## src/rtl/tdm_demux8.sv

```systemverilog
// tdm_demux8: receive end of an 8:1 slot-multiplexed link.
// Locks to frame_sync, stages slots 0..6, and publishes the complete frame
// (slot 7 taken straight from din) on the slot-7 beat. A flywheel tolerates
// up to MISS_LIMIT-1 missing sync marks before lock is dropped.
module tdm_demux8 #(
   parameter int DW         = 1,
   parameter int MISS_LIMIT = 3
) (
   input  logic            clk,
   input  logic            rst_n,
   input  logic            en,
   input  logic            frame_sync,
   input  logic [DW-1:0]   din,
   output logic [8*DW-1:0] dout,
   output logic            frame_valid,
   output logic [2:0]      slot,
   output logic            locked,
   output logic            sync_err
);

   typedef enum logic {HUNT = 1'b0, LOCKED = 1'b1} state_t;

   state_t            state_q, state_d;
   logic [DW-1:0]     stage_q [7];
   logic [3:0]        miss_q;
   logic [4:0]        miss_inc;
   logic              drop;
   logic [8*DW-1:0]   frame_d;

   // State register
   always_ff @(posedge clk or negedge rst_n) begin
      if (!rst_n) state_q <= HUNT;
      else        state_q <= state_d;
   end

   // Next-state: HUNT waits for a sync beat; LOCKED falls back to HUNT once
   // the flywheel has seen MISS_LIMIT consecutive slot-0 beats without sync.
   always_comb begin
      miss_inc = {1'b0, miss_q} + 5'd1;
      drop     = 1'b0;
      state_d  = state_q;
      if (en) begin
         if (state_q == HUNT) begin
            if (frame_sync) state_d = LOCKED;
         end else if (slot == 3'd0 && !frame_sync && miss_inc >= 5'(MISS_LIMIT)) begin
            drop    = 1'b1;
            state_d = HUNT;
         end
      end
   end

   // Output decode
   always_comb begin
      locked = (state_q == LOCKED);
   end

   // Frame assembly: staged slots 0..6 plus the live slot-7 sample
   always_comb begin
      frame_d = '0;
      for (int k = 0; k < 7; k++) frame_d[k*DW +: DW] = stage_q[k];
      frame_d[7*DW +: DW] = din;
   end

   // Slot routing, staging, frame publication and sync/miss bookkeeping
   always_ff @(posedge clk or negedge rst_n) begin
      if (!rst_n) begin
         for (int k = 0; k < 7; k++) stage_q[k] <= '0;
         dout        <= '0;
         frame_valid <= 1'b0;
         sync_err    <= 1'b0;
         slot        <= 3'd0;
         miss_q      <= 4'd0;
      end else begin
         // Pulses last exactly one cycle regardless of en
         frame_valid <= 1'b0;
         sync_err    <= 1'b0;
         if (en) begin
            if (state_q == HUNT) begin
               if (frame_sync) begin
                  stage_q[0] <= din;
                  slot       <= 3'd1;
                  miss_q     <= 4'd0;
               end
            end else if (slot != 3'd0 && frame_sync) begin
               // Misaligned sync: abandon the partial frame and restart here
               sync_err   <= 1'b1;
               stage_q[0] <= din;
               slot       <= 3'd1;
               miss_q     <= 4'd0;
            end else if (slot == 3'd0) begin
               if (frame_sync) begin
                  stage_q[0] <= din;
                  slot       <= 3'd1;
                  miss_q     <= 4'd0;
               end else if (!drop) begin
                  stage_q[0] <= din;
                  slot       <= 3'd1;
                  miss_q     <= miss_inc[3:0];
               end else begin
                  slot   <= 3'd0;
                  miss_q <= 4'd0;
               end
            end else if (slot == 3'd7) begin
               dout        <= frame_d;
               frame_valid <= 1'b1;
               slot        <= 3'd0;
            end else begin
               stage_q[slot] <= din;
               slot          <= slot + 3'd1;
            end
         end
      end
   end

endmodule

```

## config.mk

```make
export PLATFORM = sky130hd
export DESIGN_NAME = tdm_demux8
export DESIGN_NICKNAME = d
export VERILOG_FILES = /design/src/rtl/tdm_demux8.sv
export SDC_FILE = /design/constraint.sdc
export NUM_CORES = 1
export LEC_CHECK = 0
export CAP_MARGIN = 20
export CORE_ASPECT_RATIO = 0.6
export CORE_MARGIN = 1
export CORE_UTILIZATION = 39
export DETAILED_ROUTE_END_ITERATION = 12
export GPL_TIMING_DRIVEN = 0
export HOLD_SLACK_MARGIN = 0.06
export PLACE_DENSITY_LB_ADDON = 0.3
export SLEW_MARGIN = 15
export SYNTH_ARGS = -nofsm -noshare
export SYNTH_HDL_FRONTEND = slang
export SYNTH_SLANG_ARGS = --single-unit
```

## constraint.sdc

```tcl
create_clock -name clk -period 4.6 [get_ports clk]
set_input_delay 0.92 -clock clk [delete_from_list [all_inputs] [get_ports clk]]
set_output_delay 0.92 -clock clk [all_outputs]
set_load 0.02 [all_outputs]
```

## Word-level counts from Yosys, hierarchy flattened

Cells that the tools add are included.

- Word-level logic and storage cells: 76
- Memories kept: 0
- Input port bits: 5
- Memory bits (read-only): 0
- Register bits: 25
- Output and inout port bits: 14
- Bits in latches: 0
- Memory bits (writable): 0

- $mul: 0
- Shift operators: 0
- Equal/unequal tests: 4
- Add/sub/neg operators: 2
- Bitwise operators: 4
- Div/mod/pow operators: 0
- $lt $le $gt $ge: 3
- Muxes and demuxes: 37
- Reductions and logical operators: 13

Operators with widths:

| kind | count |
|---|---|
| 4-bit two-way mux | 6 |
| 1-bit two-way mux | 23 |
| 3-bit two-way mux | 5 |
| 5-bit AND reduction | 2 |
| 4-bit inequality test, second input constant | 2 |
| 7-bit bitwise mux | 1 |
| 7-bit two-way mux | 1 |
| 4-bit by 1-bit adder with 5-bit output, second input constant | 1 |
| 5-bit by 2-bit >= comparator with 1-bit output, second input constant | 1 |
| 4-bit >= comparator, second input constant | 1 |
| 1-bit logical AND | 4 |
| 4-bit by 1-bit < comparator with 1-bit output, second input constant | 1 |
| 3-bit inverter with 4-bit output | 1 |
| 4-bit AND reduction | 1 |
| 3-bit by 1-bit adder with 3-bit output, second input constant | 1 |
| 1-bit demux with 3-bit select | 1 |
| 3-bit equality test, second input constant | 1 |
| 3-bit zero test | 1 |
| 3-bit by 1-bit inequality test with 1-bit output, second input constant | 1 |
| 1-bit inverter | 3 |
| 3-bit AND reduction | 1 |
| 3-bit nonzero test | 1 |
| 2-bit AND reduction | 1 |
| 2-bit nonzero test | 1 |
| 1-bit zero test | 1 |

## Depth between registers and ports, before layout

- Depth after elaboration: 11
- Mapped depth: 7
- Depth with buffers taken out: 6

## Worst setup path after synthesis

OpenSTA, ideal clock, no wires.

- Kind: input -> register
- Start point: input port frame_sync
- End point: register stage_q, in the netlist frame_d[3]
- Slack: 2.586 ns
- Data arrival time: 1.887 ns
- Library setup time: 0.127 ns
- Cell stages on the path: 5
- Buffers on the path: 1
- Data required time: 4.473 ns
- Cell sequence: buf_2 > nand3b_4 > nor4_2 > nand3_1 > mux2_1

- Word-level cells in the longest chain between the ends: 3

Ends and longest elaborated chain:

| element | line | text |
|---|---|---|
| start: declaration | 12 | `input logic frame_sync,` |
| 1-bit logical AND | 84 | `end else if (slot != 3'd0 && frame_sync) begin` |
| 1-bit inverter (no line) | - |  |
| 5-bit AND reduction (no line) | - |  |
| end signal: indexed assignment | 108 | `stage_q[slot] <= din;` |
| end: declaration | 24 | `logic [DW-1:0] stage_q [7];` |

No other way between the ends.
A chain may end at the register's enable or synchronous reset.

## Worst setup path in the final report

- Start point: register slot[0]
- End point: output port slot[0]

RTL lines:

| element | line | text |
|---|---|---|
| start: declaration | 16 | `output logic [2:0] slot,` |
| start signal: assignment | 109 | `slot <= slot + 3'd1;` |

No word-level cell between the ends.

==> run_results.csv <==
group,metric,value,unit
outcome,outcome,"complete, no violations",
logic_synthesis,synth_top_area_share,51.8,%
cts,hold_buffers,0,
worst_hold_path,hp-class,"reg2reg",
power_and_ir_drop,internal_power,0.503,mW
route,antenna_left,0,
logic_synthesis,ys_warn_count,0,
sta,fin_worst_hold_slack,0.486,ns
critical_path,cpPeakStageDelay,0.68,ns
critical_path,cp_num_buf_inv,1,
floorplan,io_pins,19,
floorplan,die_area,0.00333,mm²
cts,cts.reportedPaths.clkPinSlew,0.09,ns
grt,grt_max_degree,26,
cts,clock_sinks,25,
cts,clock_latency,0.27,ns
cts,htreeDepth,1,
cells_and_area,area_growth,21.8,%
grt,first_global_vias,843,
critical_path,slowest_stage,"clkdlybuf4s50_1",
sta,maxSlewHeadroom,63.3,%
logic_synthesis,yosysTopAreaCell,"dfrtp_1",
grt,grt_first_pass_wirelength,3940,µm
critical_path,crit_type,"reg2out",
logic_synthesis,ys_ff_latch,25,
route,vias,858,
floorplan,row_count,15,
grt,overflow,0,
critical_path,cp.arrival,1.50,ns
critical_path,start_kind,"flip-flop",
power_and_ir_drop,power_density,557,mW/mm²
sta,min_period,2.42,ns
floorplan,die_h,45.1,µm
critical_path,crit_path_end_kind,"primary output",
cells_and_area,seq_area,626,µm²
placed_design,gp_congestion,0.865,
logic_synthesis,ys_types,30,
critical_path,critPathRequiredTime,3.68,ns
cts,clockRootBuffer,"clkbuf_8",
power_and_ir_drop,peakVddDrop,0.230,mV
route,routed_wl,2370,µm
sta,slew_violations,0,
power_and_ir_drop,power_frac_seq,43.0,%
route,firstDrtPassIters,4,
cts,cts_buffer_depth,2,
logic_synthesis,synth.avg_cell_area,12.0,µm²
logic_synthesis,syn_nets,111,
power_and_ir_drop,p_switching,0.318,mW
power_and_ir_drop,pwr-share-comb,40.9,%
sta,fmax,0.413,GHz
cts,cts_resized,0,
cells_and_area,nets,133,
logic_synthesis,netlist_area,0.00121,mm²
floorplan,start_util,41.5,%
power_and_ir_drop,finalPower,0.821,mW
route,first_iter_violations,25,
sta,skew,0.00515,ns
cells_and_area,multi_input_area,548,µm²
run,drv_cap,0,
cts,postCtsSetupBuffers,0,
critical_path,cp_cell_sequence,"clkdlybuf4s50_1",
sta,finalSetupViolCount,0,
cells_and_area,drive_above_1_share,10.7,%
route,drc,0,
sta,rsz0062_at_grt,"no",
sta,timing.setup.tns,0,ns
route,wl_per_cell,14.5,µm
power_and_ir_drop,switching_share,38.8,%
floorplan,dieWidth,73.9,µm
logic_synthesis,netlist_instances,101,
power_and_ir_drop,clockPowerShare,16.1,%
floorplan,core,0.00291,mm²
cts,cts_tree,"done",
critical_path,crit_family,"buffers and inverters",
power_and_ir_drop,power_leakage,0.676,nW
cells_and_area,nFillCells,249,
logic_synthesis,synth.area.top_cells,"dfrtp_1 (52%), mux2_1 (13%), ha_1 (5.2%)",
grt,grt.total_usage,16.2,%
logic_synthesis,ys_seq_area_share,51.8,%
placed_design,post-dp-hpwl,1740,µm
cts,cts_buffers,3,
route,vias_per_cell,5.23,
critical_path,crit_fanout,7,
sta,worstMarginPinSlew,0.551,ns
cells_and_area,diodes,0,
sta,finalHoldViolCount,0,
grt,antenna_found_initial,0,
placed_design,io_buffers,17,
sta,fin_crit_sh,52.7,%
==> sequential cells by signal, indices dropped and copies added, names as in the netlist <==
name / count
miss_q: 4
dout: 8
locked: 1
frame_d: 7
slot: 3
sync_err: 1
frame_valid: 1
==> worst reg2reg max path, delay by kind of cell (launching register included) <==
family,cells,cell delay (ns)
muxes,1,0.33
DFF,1,0.51
adders and majority gates,2,0.55
and+or+nand+nor,2,0.53
==> cell type report <==
class	instances	share of cell area [%]
plain buffers	2	1.10
clock buffers	3	2.80
clock inverters	1	0.340
inverters	5	1.27
multi-input cells	69	37.2
flip-flops and latches	25	42.5
well taps	42	3.57
repair buffers	17	11.2
==> power by group through the flow <==
stage	sequential [mW]	clock [mW]	combinational (mW)
2_1_floorplan	0.386	0	0.172
3_3_place_gp	0.351	0	0.325
3_5_place_dp	0.357	0	0.337
4_1_cts	0.352	0.135	0.339
5_1_grt	0.362	0.144	0.370
6_report	0.353	0.132	0.335
==> cells in the mapped netlist <==
master     instances
nor2b_2            1
mux2_1            14
and2_1             3
or2_1              2
a21oi_1            1
a22o_1             1
nor3b_1            2
o21ai_1            2
a2bb2oi_1          1
nor4_2             1
o31ai_1            3
o21a_1             2
o22ai_1            2
nand3_1            6
nand2_2            1
nand3b_4           1
inv_1              4
nor4_4             1
o211ai_1           3
nor2_1             6
ha_1               5
buf_6              1
o311ai_0           1
dfrtp_1           25
o21ai_0            1
nand2_1            7
buf_2              1
inv_2              1
o32ai_1            1
nor4_1             1
==> per-stage QoR <==
stage          setup slack [ns]  cells  instance area (µm²)  utilization (%)
3_3_place_gp               2.08    160                 1430             49.2
3_5_place_dp               2.05    160                 1430             49.2
2_1_floorplan              2.59    101                 1210                -
4_1_cts                    2.19    164                 1480             50.8
5_1_grt                    2.16    164                 1470             50.6
6_report                   2.18    164                 1470             50.6
==> per-layer routing <==
layer | global-route usage [%] | wire (µm) | vias up
li1 | - | - | 405
met1 | 21.8 | 1160 | 429
met2 | 25.7 | 1090 | 20
met3 | 4.69 | 99 | 4
met4 | 4.62 | 19 | 0
met5 | 0 | 0 | -
==> cells in the final DEF, fill, tap and decap left out, types with 3 or more instances in the layout <==
cell type	Yosys	routed
and2_1	3	3
clkbuf_8	0	3
clkdlybuf4s50_1	0	16
dfrtp_1	25	25
ha_1	5	5
inv_1	4	4
mux2_1	14	14
nand2_1	7	7
nand3_1	6	6
nor2_1	6	6
o211ai_1	3	3
o31ai_1	3	3
==> cells by family after synthesis <==
kind of cell | synth area share, %
multiplexers | 13.0
AO/OA/AOI/OAI | 10.6
buffers and inverters | 2.90
flip-flops | 51.8
AND/OR/NAND/NOR | 16.6
adder cells (fa/ha/maj) | 5.18
==> worst paths after layout <==
kind / cells after the start / slack [ns] / from / endpoint
min in group asynchronous: 1 / 0.62 / rst_n / dout[6]
max in group asynchronous: 1 / 3.61 / rst_n / miss_q[3]
setup / recovery: 1 / 2.18 / slot[0] / slot[0]
hold reg to reg: 1 / 0.49 / frame_d[4] / dout[4]
setup reg to reg: 5 / 2.57 / slot[0] / frame_d[1]
hold / removal: 1 / 0.49 / frame_d[4] / dout[4]
No activity file was read; power rests on OpenSTA's default activity.
